==> config.mk <==
export PLATFORM = sky130hd
export DESIGN_NAME = uart_rx_fifo
export DESIGN_NICKNAME = d
export VERILOG_FILES = /design/src/rtl/uart_pkg.sv /design/src/rtl/sync_fifo.sv /design/src/rtl/uart_rx_fifo.sv
export SDC_FILE = /design/constraint.sdc
export NUM_CORES = 1
export LEC_CHECK = 0
export CORE_UTILIZATION = 25
export CTS_CLUSTER_SIZE = 14
export DETAILED_ROUTE_END_ITERATION = 16
export GPL_ROUTABILITY_DRIVEN = 0
export GPL_TIMING_DRIVEN = 0
export SKIP_LAST_GASP = 1
export SLEW_MARGIN = 20
export SYNTH_ARGS = -nofsm -noshare
export SYNTH_HDL_FRONTEND = slang
export SYNTH_HIERARCHICAL = 1
export SYNTH_SLANG_ARGS = --single-unit
export TNS_END_PERCENT = 10
==> constraint.sdc <==
create_clock -name clk -period 5 [get_ports clk]
set_clock_uncertainty 0.2 [all_clocks]
set_input_delay 0.75 -clock clk [delete_from_list [all_inputs] [get_ports clk]]
set_output_delay 0.75 -clock clk [all_outputs]
set_load 0.01 [all_outputs]
==> src/rtl/uart_pkg.sv <==
// ---------------------------------------------------------------------------
// uart_pkg
// Shared UART definitions used by the receive path (and reusable by the
// transmit path).
//   rx_state_t      : receiver FSM states IDLE / START / DATA / STOP
//   FRAME_DATA_BITS : number of data bits in one 8N1 frame
//   STOP_LEVEL      : line level of a valid stop bit
// ---------------------------------------------------------------------------
package uart_pkg;

    typedef enum logic [1:0] {
        IDLE  = 2'd0,
        START = 2'd1,
        DATA  = 2'd2,
        STOP  = 2'd3
    } rx_state_t;

    localparam int   FRAME_DATA_BITS = 8;
    localparam logic STOP_LEVEL      = 1'b1;

endpackage : uart_pkg

==> src/rtl/sync_fifo.sv <==
// ---------------------------------------------------------------------------
// sync_fifo
// Single-clock show-ahead FIFO. The head entry is always visible on dout;
// a pop advances to the next entry, visible the cycle after the pop.
// Pointers carry one extra wrap bit so full and empty can be told apart
// without a separate occupancy counter.
//   clk   in   clock, rising edge
//   rst   in   synchronous active-low reset; empties the FIFO
//   push  in   write din; ignored when full unless a pop frees a slot
//   pop   in   drop head entry; ignored when empty
//   din   in   WIDTH-bit write data
//   dout  out  WIDTH-bit head entry (undefined content when empty)
//   empty out  no entries stored
//   full  out  DEPTH entries stored
// ---------------------------------------------------------------------------
module sync_fifo #(
    parameter int WIDTH = 8,
    parameter int DEPTH = 8
) (
    input  logic             clk,
    input  logic             rst,
    input  logic             push,
    input  logic             pop,
    input  logic [WIDTH-1:0] din,
    output logic [WIDTH-1:0] dout,
    output logic             empty,
    output logic             full
);

    localparam int AW = $clog2(DEPTH);

    logic [WIDTH-1:0] r_mem [DEPTH];
    logic [AW:0]      r_wr_ptr;
    logic [AW:0]      r_rd_ptr;

    logic w_empty;
    logic w_full;
    logic w_do_pop;
    logic w_do_push;

    assign w_empty = (r_wr_ptr == r_rd_ptr);
    assign w_full  = (r_wr_ptr[AW-1:0] == r_rd_ptr[AW-1:0]) &&
                     (r_wr_ptr[AW] != r_rd_ptr[AW]);

    // A pop in the same cycle frees the head slot, so a push into a full
    // FIFO is still accepted when accompanied by a real pop.
    assign w_do_pop  = pop && !w_empty;
    assign w_do_push = push && (!w_full || w_do_pop);

    assign empty = w_empty;
    assign full  = w_full;
    assign dout  = r_mem[r_rd_ptr[AW-1:0]];

    // Pointer update. The extra MSB toggles on every wrap.
    always_ff @(posedge clk) begin
        if (!rst) begin
            r_wr_ptr <= '0;
            r_rd_ptr <= '0;
        end else begin
            if (w_do_push) begin
                r_wr_ptr <= r_wr_ptr + (AW+1)'(1);
            end
            if (w_do_pop) begin
                r_rd_ptr <= r_rd_ptr + (AW+1)'(1);
            end
        end
    end

    // Storage has no reset; stale content is never exposed while empty.
    always_ff @(posedge clk) begin
        if (w_do_push) begin
            r_mem[r_wr_ptr[AW-1:0]] <= din;
        end
    end

endmodule : sync_fifo

==> src/rtl/uart_rx_fifo.sv <==
// ---------------------------------------------------------------------------
// uart_rx_fifo
// 8N1 UART receiver with a receive FIFO and sticky error flags.
//   clk       in   system clock, rising edge
//   rst       in   synchronous active-low reset
//   rx        in   asynchronous serial input, idle high
//   rd_en     in   pop head byte; ignored when empty
//   clr_err   in   clear frame_err and overrun (a same-cycle set wins)
//   rx_data   out  head byte (show-ahead), 0 when empty
//   rx_valid  out  FIFO not empty
//   Rxff      out  FIFO full
//   frame_err out  sticky: a frame had a low stop bit
//   overrun   out  sticky: a good byte was dropped on a full FIFO
//   rx_busy   out  receiver is not in IDLE
// ---------------------------------------------------------------------------
module uart_rx_fifo
    import uart_pkg::*;
#(
    parameter int CLK_DIV = 16,
    parameter int DEPTH   = 8
) (
    input  logic       clk,
    input  logic       rst,
    input  logic       rx,
    input  logic       rd_en,
    input  logic       clr_err,
    output logic [7:0] rx_data,
    output logic       rx_valid,
    output logic       Rxff,
    output logic       frame_err,
    output logic       overrun,
    output logic       rx_busy
);

    localparam int             CW       = $clog2(CLK_DIV);
    localparam logic [CW-1:0]  HALF_M1  = CW'(CLK_DIV / 2 - 1);
    localparam logic [CW-1:0]  FULL_M1  = CW'(CLK_DIV - 1);
    localparam logic [2:0]     LAST_BIT = 3'(FRAME_DATA_BITS - 1);

    logic                       r_sync1;
    logic                       r_sync2;
    rx_state_t                  r_state;
    logic [CW-1:0]              r_tick_cnt;
    logic [2:0]                 r_bit_cnt;
    logic [FRAME_DATA_BITS-1:0] r_shift;
    logic                       r_break_wait;
    logic                       r_busy;
    logic                       r_frame_err;
    logic                       r_overrun;

    logic       w_rxs;
    logic       w_stop_sample;
    logic       w_stop_ok;
    logic       w_stop_bad;
    logic       w_pop;
    logic       w_push;
    logic       w_overrun_set;
    logic [7:0] w_dout;
    logic       w_empty;
    logic       w_full;

    // Two-flop synchroniser on the asynchronous line. Both flops reset to
    // the idle level so reset release never looks like a start bit.
    always_ff @(posedge clk) begin
        if (!rst) begin
            r_sync1 <= 1'b1;
            r_sync2 <= 1'b1;
        end else begin
            r_sync1 <= rx;
            r_sync2 <= r_sync1;
        end
    end

    assign w_rxs = r_sync2;

    // Receiver FSM. The tick counter times half a bit in START (to reach the
    // start-bit centre) and whole bits afterwards, so every sample lands at a
    // bit centre. Data arrives LSB first and is shifted in at the top. After
    // a low stop bit the FSM parks in STOP until the line goes high again,
    // so a break condition is not mistaken for a stream of start bits.
    always_ff @(posedge clk) begin
        if (!rst) begin
            r_state      <= IDLE;
            r_tick_cnt   <= '0;
            r_bit_cnt    <= '0;
            r_shift      <= '0;
            r_break_wait <= 1'b0;
            r_busy       <= 1'b0;
        end else begin
            case (r_state)
                IDLE: begin
                    if (!w_rxs) begin
                        r_state    <= START;
                        r_tick_cnt <= '0;
                        r_bit_cnt  <= '0;
                        r_busy     <= 1'b1;
                    end
                end
                START: begin
                    if (r_tick_cnt == HALF_M1) begin
                        r_tick_cnt <= '0;
                        if (!w_rxs) begin
                            r_state   <= DATA;
                            r_bit_cnt <= '0;
                        end else begin
                            r_state <= IDLE;
                            r_busy  <= 1'b0;
                        end
                    end else begin
                        r_tick_cnt <= r_tick_cnt + CW'(1);
                    end
                end
                DATA: begin
                    if (r_tick_cnt == FULL_M1) begin
                        r_tick_cnt <= '0;
                        r_shift    <= {w_rxs, r_shift[FRAME_DATA_BITS-1:1]};
                        if (r_bit_cnt == LAST_BIT) begin
                            r_state   <= STOP;
                            r_bit_cnt <= '0;
                        end else begin
                            r_bit_cnt <= r_bit_cnt + 3'd1;
                        end
                    end else begin
                        r_tick_cnt <= r_tick_cnt + CW'(1);
                    end
                end
                STOP: begin
                    if (r_break_wait) begin
                        if (w_rxs) begin
                            r_break_wait <= 1'b0;
                            r_state      <= IDLE;
                            r_busy       <= 1'b0;
                        end
                    end else if (r_tick_cnt == FULL_M1) begin
                        r_tick_cnt <= '0;
                        if (w_rxs == STOP_LEVEL) begin
                            r_state <= IDLE;
                            r_busy  <= 1'b0;
                        end else begin
                            r_break_wait <= 1'b1;
                        end
                    end else begin
                        r_tick_cnt <= r_tick_cnt + CW'(1);
                    end
                end
                default: begin
                    r_state <= IDLE;
                    r_busy  <= 1'b0;
                end
            endcase
        end
    end

    // Stop-bit sample decode. A push into a full FIFO still succeeds when
    // the same cycle pops the head; only otherwise is the byte lost.
    assign w_stop_sample = (r_state == STOP) && !r_break_wait && (r_tick_cnt == FULL_M1);
    assign w_stop_ok     = w_stop_sample && (w_rxs == STOP_LEVEL);
    assign w_stop_bad    = w_stop_sample && (w_rxs != STOP_LEVEL);
    assign w_pop         = rd_en && !w_empty;
    assign w_push        = w_stop_ok && (!w_full || w_pop);
    assign w_overrun_set = w_stop_ok && w_full && !w_pop;

    // Sticky error flags. A set event in the same cycle as clr_err wins so
    // software never loses an error that happened while it was clearing.
    always_ff @(posedge clk) begin
        if (!rst) begin
            r_frame_err <= 1'b0;
            r_overrun   <= 1'b0;
        end else begin
            if (w_stop_bad) begin
                r_frame_err <= 1'b1;
            end else if (clr_err) begin
                r_frame_err <= 1'b0;
            end
            if (w_overrun_set) begin
                r_overrun <= 1'b1;
            end else if (clr_err) begin
                r_overrun <= 1'b0;
            end
        end
    end

    sync_fifo #(
        .WIDTH (8),
        .DEPTH (DEPTH)
    ) u_fifo (
        .clk   (clk),
        .rst   (rst),
        .push  (w_push),
        .pop   (w_pop),
        .din   (r_shift),
        .dout  (w_dout),
        .empty (w_empty),
        .full  (w_full)
    );

    assign rx_data   = w_empty ? 8'h00 : w_dout;
    assign rx_valid  = !w_empty;
    assign Rxff      = w_full;
    assign frame_err = r_frame_err;
    assign overrun   = r_overrun;
    assign rx_busy   = r_busy;

endmodule : uart_rx_fifo

* Yosys cells after proc, flatten, opt, wreduce, memory -nomap -nowiden
Memories as Yosys holds them, arrays and structs flattened. A register that Yosys moved wholly into a read port is not among the register bits.
Index checks and enable logic that the tools add are counted.
** Storage, ports and cells
- Flip-flop bits (word level) :: 31
- Latch bits :: 0
- Bits in writable memories :: 64
- Memory bits (read-only) :: 0
- Input bits :: 5
- Logic and storage cells :: 96
- Memories kept :: 1
** Cells by class
- $add $sub $neg :: 4
- Multiply operators :: 0
- Divide/modulo/power cells :: 0
- Order comparisons :: 0
- Equality and inequality tests :: 15
- Shifts and indexed selects :: 0
- Muxes and demuxes :: 36
- Bitwise gates (word level) :: 1
- Reductions and logical operators :: 27
** Memory list
- u_fifo.r_mem :: words 8, width 8, rd ports 1, clocked after Yosys merged registers in 1, write ports 1, RTL line sync_fifo.sv:32 : logic [WIDTH-1:0] r_mem [DEPTH];
** Operator list (count)
- $mux 3 :: 6
- $mux 2 :: 8
- $mux 4 :: 4
- $pmux 4 s4 :: 1
- $mux 1 :: 13
- $add 4x1->4 const B :: 3
- $logic_and 1x1->1 :: 11
- $ne 2x2->1 const B :: 5
- $pmux 3 s3 :: 1
- $mux 8 :: 1
- $pmux 2 s4 :: 1
- $reduce_bool 3->1 :: 2
- $reduce_and 5->1 :: 1
- $eq 2x2->1 const B :: 2
- $eq 4x3->1 const B :: 1
- $eq 4x4->1 :: 1
- $eq 4x4->1 const B :: 1
- $logic_not 1->1 :: 4
- $reduce_and 2->1 :: 2
- $reduce_and 4->1 :: 1
- $reduce_bool 2->1 :: 2
- $add 3x1->3 const B :: 1
- $eq 3x3->1 :: 1
- $eq 3x3->1 const B :: 1
- other kinds (8) :: 9

* Depth between registers and ports, before layout
Gate-level depths: netlist (run 1).
- Word-level depth :: 8
- Mapped depth :: 11

* By module
Netlist (run 1), hierarchy kept.
** By module, submodules not included
- sync_fifo :: times used 1, cells an instance 164, area an instance 2989.1 sq um
- uart_rx_fifo :: times used 1, cells an instance 133, area an instance 1143.6 sq um

* Worst setup path before layout (run 1)
Ideal clock, no wire load.
- Path kind :: register to register
- Start :: reg r_tick_cnt[1]
- End :: mem u_fifo.r_mem[0][0] (enable)
- Setup time :: 0.395 ns
- Arrival time :: 2.332 ns
- Setup slack :: 2.073 ns
- Stages on the path, launching flop included :: 8
- Cell sequence :: dfxtp_1 ha_1 nand4_1 nor3_1 nand2_1 a21oi_1 o21ai_2 nor4_1
** On the way
- Word-level cells in the longest chain between the ends :: 7
** Ends and longest elaborated chain
- from (decl) :: RTL line uart_rx_fifo.sv:43 : logic [CW-1:0] r_tick_cnt;
- from (signal assigned) :: RTL line uart_rx_fifo.sv:110 : r_tick_cnt <= r_tick_cnt + CW'(1);
- from (signal assigned) :: RTL line uart_rx_fifo.sv:124 : r_tick_cnt <= r_tick_cnt + CW'(1);
- from (signal assigned) :: RTL line uart_rx_fifo.sv:143 : r_tick_cnt <= r_tick_cnt + CW'(1);
- $eq 4x4->1 :: RTL line uart_rx_fifo.sv:156 : assign w_stop_sample = (r_state == STOP) && !r_break_wait && (r_tick_cnt == FULL_M1);
- $logic_and 1x1->1 :: RTL line uart_rx_fifo.sv:156
- $logic_and 1x1->1 :: RTL line uart_rx_fifo.sv:157 : assign w_stop_ok = w_stop_sample && (w_rxs == STOP_LEVEL);
- $logic_and 1x1->1 :: RTL line uart_rx_fifo.sv:160 : assign w_push = w_stop_ok && (!w_full || w_pop);
- named net w_push :: RTL line uart_rx_fifo.sv:56 : logic w_push;
- $logic_and 1x1->1 :: RTL line sync_fifo.sv:48 : assign w_do_push = push && (!w_full || w_do_pop);
- $mux 1 :: RTL line sync_fifo.sv:71 : if (w_do_push) begin
- $mux 1 (not written as such) :: RTL line sync_fifo.sv:72 : r_mem[r_wr_ptr[AW-1:0]] <= din;
- to (decl) :: RTL line sync_fifo.sv:32
The timed path passes the listed nets, and every way through them passes these cells.

==> results of run 1 <==
worst max-delay path: stages, from the launching register on:
cell,delay (ns)
dfxtp_1,0.31
clkbuf_2,0.22
buf_1,0.52
mux4_2,0.40
mux2_2,0.27
nor2b_1,0.13
clkdlybuf4s50_1,0.52
sequential cells by signal, indices dropped and copies added (netlist names), named ones only:
name / cells
frame_err: 1
overrun: 1
r_bit_cnt: 3
r_break_wait: 1
r_shift: 8
r_state: 1
r_sync1: 1
r_sync2: 1
r_tick_cnt: 4
rx_busy: 1
u_fifo/r_mem: 64
u_fifo/r_rd_ptr: 4
u_fifo/r_wr_ptr: 4
placed cells by master, fill, tap and decap left out, drive strengths merged, types with 8 or more instances in the layout:
master,n
inv,14
edfxtp,64
nor2,20
clkdlybuf4s50,17
o21ai,8
a21oi,11
mux4,16
buf,15
clkbuf,13
nand2,15
mux2,9
mux2i,12
dfxtp,34
nor2b,11
per-layer routing:
metal,vias to the layer above,part of all wire [%],global-route usage (%)
met2,45,51,17.1
met5,-,0,0
met3,4,3.5,2.57
met4,0,0.80,2.84
met1,1227,45,11.9
li1,1177,-,-
power by group through the flow:
stage               logic, µW  clock network [µW]  registers [µW]
floorplan                16.5                   0             873
finish                   26.0                 679             855
CTS                      26.1                 699             855
global route             28.8                 726             855
detailed placement       25.9                   0             873
global placement         25.6                   0             873
worst min path at each step:
stage / slack (ns) / end
floorplan: 0.19 / r_sync2$_SDFF_PN1_
global placement: 0.20 / r_sync2$_SDFF_PN1_
detailed placement: 0.20 / r_sync2$_SDFF_PN1_
CTS: 0.22 / r_sync2$_SDFF_PN1_
global route: 0.23 / r_sync2$_SDFF_PN1_
finish: 0.21 / r_sync2$_SDFF_PN1_
final cells by class:
cell class,count,area (µm²),area share (%)
repair buffers,19,185,3.76
multi-input cells,172,1440,29.2
clock inverters,7,76.3,1.55
inverters,10,37.5,0.763
well taps,216,270,5.49
plain buffers,17,83.8,1.70
flip-flops and latches,98,2600,52.9
clock buffers,9,225,4.58
kinds of logic (layout without fill, tap and decap cells):
kind of cell	after synthesis	after routing	share of synthesized area [%]
flops	98	98	63.0
buf+inv	27	62	2.94
compound gates	39	39	6.45
fa+ha+maj	5	5	1.51
xor+xnor	7	7	1.48
simple gates	84	84	10.6
mux	37	37	14.1
metrics by stage:
step           setup WS (ns)  util [%]  area (µm²)  std cells  power, µW
6_report                1.34      30.7        4920        548       1560
5_1_grt                 1.19      30.7        4920        548       1610
4_1_cts                 1.25      30.7        4920        548       1580
3_5_place_dp            1.60      28.8        4610        532        899
3_3_place_gp            1.17      28.6        4570        530        899
2_1_floorplan           2.07         -        4130        297        890
==> flow_summary.toml, run 1 <==
[sta]
finalHoldViolCount = 0
slew_violations = 0
min_period_ns = 3.66
holdWs_ns = 0.210
fmax_mhz = 273
setup-violations-final = 0
rsz0062_at_grt = "false"
tightest_slew_ns = 0.894
fin_crit_sh_pct = 73.2
relSlewSlack_pct = 40.2
fin_setup_tns_ns = 0

[clocking]
cts_inserted_buffers = 9
cts_setup_buffers = 0
clock_path_buffers = 2
clk_pin_slew_ns = 0.07
ctsHoldBuffers = 0
clock_tree.root_cell = "clkbuf_16"
ctsResizeCount = 0
clk_latency_ns = 0.33
cts_tree = "built"
clock_sinks = 98
cts.htree.levels = 3

[synth]
ys_seq_area_share_pct = 63.0
ys_warn_count = 6
synth_area_leaders = "edfxtp_1, dfxtp_1, mux4_2"
ys_ff_latch = 98
ys_types = 45
synthMostInstantiatedCell = "edfxtp_1"
synthTopCellsByCount = "edfxtp_1, dfxtp_1, nor2_1, mux4_2, nand2_1"
yosysTopAreaCell = "edfxtp_1"
synth_top_area_share_pct = 46.5
synth_edf_count = 64
synthArstFlopShare_pct = 0
synthFlopType = "edfxtp_1"
synth_area_um2 = 4130
synth_area_per_cell_um2 = 13.9
synth_nets = 307
synthCells = 297

[power]
p_sw_uw = 340
p_int_uw = 1220
power_frac_seq_pct = 54.8
p_per_area_nw_per_um2 = 317
max-vdd-ir-drop_mv = 0.166
total_leakage_power_uw = 0.00159
combPwrFrac_pct = 1.7
clkPwrFrac_pct = 43.5
switching_share_pct = 21.8

[final_layout]
synthToLayoutAreaGrowth_pct = 19.0
nets = 337
fillers = 1631
antenna_cells = 0
drive_gt1_share_pct = 19.3

[grt]
grt_pass1_wl_um = 12600
antenna_found_initial = 0
first_global_vias = 2449
grtUsageTotal_pct = 9.83
overflow = 0
grt_max_degree = 21

[floorplan]
die_h_um = 131
start_util_pct = 25.8
io_pins = 18
die_width_um = 131
num_rows = 46
dieArea_um2 = 17000
coreArea_um2 = 16000

[route]
via_count = 2453
first_iter_violations = 133
avgViaCountPerCell = 4.48
route.detailed.drc = 0
detail-route-antenna-nets = 0
wl_per_cell_um = 14.3
wl_um = 7850
first_pass_iters = 4

[status]
status = "complete, no violations"

[critical_path]
critical_path_class = "reg2out"
r2r-start = "r_tick_cnt[1]$_SDFFE_PN0P_"
cp_max_fo = 10
cp-end-kind = "output pin"
reg2reg_slack_ns = 1.84
r2r-end = "u_fifo/r_mem[5][2]$_DFFE_PP_"
start_kind = "flip-flop"
cp.arrival_ns = 2.71
required_ns = 4.05
rr_worst_depth = 7
worstSetupEndpoint = "rx_data[2]"

[hold_path]
hold_path_class = "reg2reg"
hold_path_startpoint = "r_sync1$_SDFF_PN1_"
min_delay_path_depth = 1

[placed_design]
hpwl_um = 5510
io_buffers = 17

[flow_run]
cap_violations = 0
(Power assumes the default switching activity.)
==> inputs of run 2 (changes only) <==
Clock period 5 ns to 3.5 ns, I/O delays scaled along.
==> run 2 against run 1 <==
Net effect: sequential share of layout area barely moved; combinational power is 43% higher; clock-buffer cell count unchanged; non-clock buffer count fell by 1; critical endpoint is now rx_data[6]; largest cell class unchanged; largest power group unchanged; highest routed layer unchanged.
==> flow_summary.toml, run 2 (synthesis gave the netlist of run 1 again) <==
[clocking]
clk_pin_slew_ns = 0.07
cts.htree.levels = 3
cts_inserted_buffers = 9
clk_latency_ns = 0.33
clock_tree.root_cell = "clkbuf_16"
clock_path_buffers = 2
cts_tree = "built"
ctsHoldBuffers = 0
clock_sinks = 98

[floorplan]
start_util_pct = 25.8
io_pins = 18
die_width_um = 131
die_h_um = 131
dieArea_um2 = 17000
num_rows = 46
coreArea_um2 = 16000

[route]
wl_per_cell_um = 14.3
detail-route-antenna-nets = 0
route.detailed.drc = 0
wl_um = 7830
routedLengthMet1_um = 3580
first_pass_iters = 4
dr.max_layer_used = "met4"
first_iter_violations = 122
wl_met2_um = 3940
avgViaCountPerCell = 4.50
via_count = 2462
dr_wl_met3_um = 243

[status]
status = "complete, no violations"

[critical_path]
crit_family = "buffers and inverters"
critical_path_class = "reg2out"
required_ns = 2.77
path_common_cell = "buf_4"
cp.arrival_ns = 2.55
path_cells = "buf_4 > buf_4 > mux4_2 > mux2_2 > nor2b_1 > clkdlybuf4s50_1"
slowest_delay_ns = 0.54
cp_max_fo = 10
timing.critical_path.buf_inv = 3
cp-end-kind = "output pin"
start_kind = "flip-flop"
slowest_stage = "mux4_2"

[final_layout]
fillers = 1632
drive_gt1_share_pct = 19.6
final_common_cell = "edfxtp_1"
nets = 336
synthToLayoutAreaGrowth_pct = 19.0
fin_cells = 547
antenna_cells = 0
largest_reg_flops = 64
layout_common_cells = "edfxtp_1, dfxtp_1, nor2_1, clkdlybuf4s50_1, mux4_2"

[power]
total_leakage_power_uw = 0.00159
combPwrFrac_pct = 1.7
max-vdd-ir-drop_mv = 0.238
switching_share_pct = 21.9
clkPwrFrac_pct = 43.6
p_int_uw = 1740
p_per_area_nw_per_um2 = 453
power_frac_seq_pct = 54.8
p_sw_uw = 488

[sta]
fin_crit_sh_pct = 93.5
finalHoldViolCount = 0
min_period_ns = 3.27
setup_ws_ns = 0.228
rsz0062_at_grt = "false"
setup-violations-final = 0
tightest_slew_ns = 0.861
slew_violations = 0
relSlewSlack_pct = 42.4
fmax_mhz = 306

[hold_path]
hold_path_class = "reg2reg"

[flow_run]
cap_violations = 0

[placed_design]
io_buffers = 17
dp.cells = 532
hpwl_um = 5510
post-place-ws_ns = 0.221

[grt]
grt_max_degree = 21
overflow = 0
grt_pass1_wl_um = 12500
antenna_found_initial = 0
grtUsageTotal_pct = 9.80
first_global_vias = 2446
## run 2: path summary, 6_finish.rpt
kind / startpoint / end / slack, ns / cells after the start
worst min-delay path: r_sync1$_SDFF_PN1_ / r_sync2$_SDFF_PN1_ / 0.21 / 1
worst max-delay path: flip-flop / rx_data[6] / 0.23 / 6
worst max register to register: r_tick_cnt[1]$_SDFFE_PN0P_ / u_fifo/r_mem[6][4]$_DFFE_PP_ / 0.32 / 7
worst min register to register: r_sync1$_SDFF_PN1_ / r_sync2$_SDFF_PN1_ / 0.21 / 1
## run 2: cell type report
class,instances,area (µm²),share of cell area [%]
plain buffers,16,80.1,1.63
clock buffers,9,225,4.58
inverters,10,37.5,0.763
clock inverters,7,76.3,1.55
repair buffers,19,185,3.76
well taps,216,270,5.49
flip-flops and latches,98,2600,52.9
multi-input cells,172,1440,29.3
## run 2: repair_timing
action                                  CTS  global route
endpoints found under the setup margin    6             1
setup buffers                             0             0
resized for setup                         0             1
## run 2: layer usage
metal	up-vias	GRT usage [%]
met5	-	0
li1	1177	-
met1	1234	11.8
met4	0	2.84
met3	8	2.57
met2	43	17.1
## run 2: stage by stage
step                utilization, %  hold WS (ns)  TNS [ns]  total power (µW)  cell area (µm²)
floorplan                        -         0.186         0              1270             4130
global placement              28.6         0.195     -2.36              1280             4570
detailed placement            28.8         0.198         0              1280             4610
CTS                           30.7         0.216         0              2260             4910
global route                  30.7         0.234         0              2300             4920
finish                        30.7         0.210         0              2230             4920
## run 2: power groups by stage
stage	Combinational (µW)	Sequential (µW)	Clock (µW)
3_3_place_gp	36.6	1250	0
2_1_floorplan	23.6	1250	0
4_1_cts	37.3	1220	999
6_report	37.3	1220	972
5_1_grt	41.1	1220	1040
3_5_place_dp	37.0	1250	0
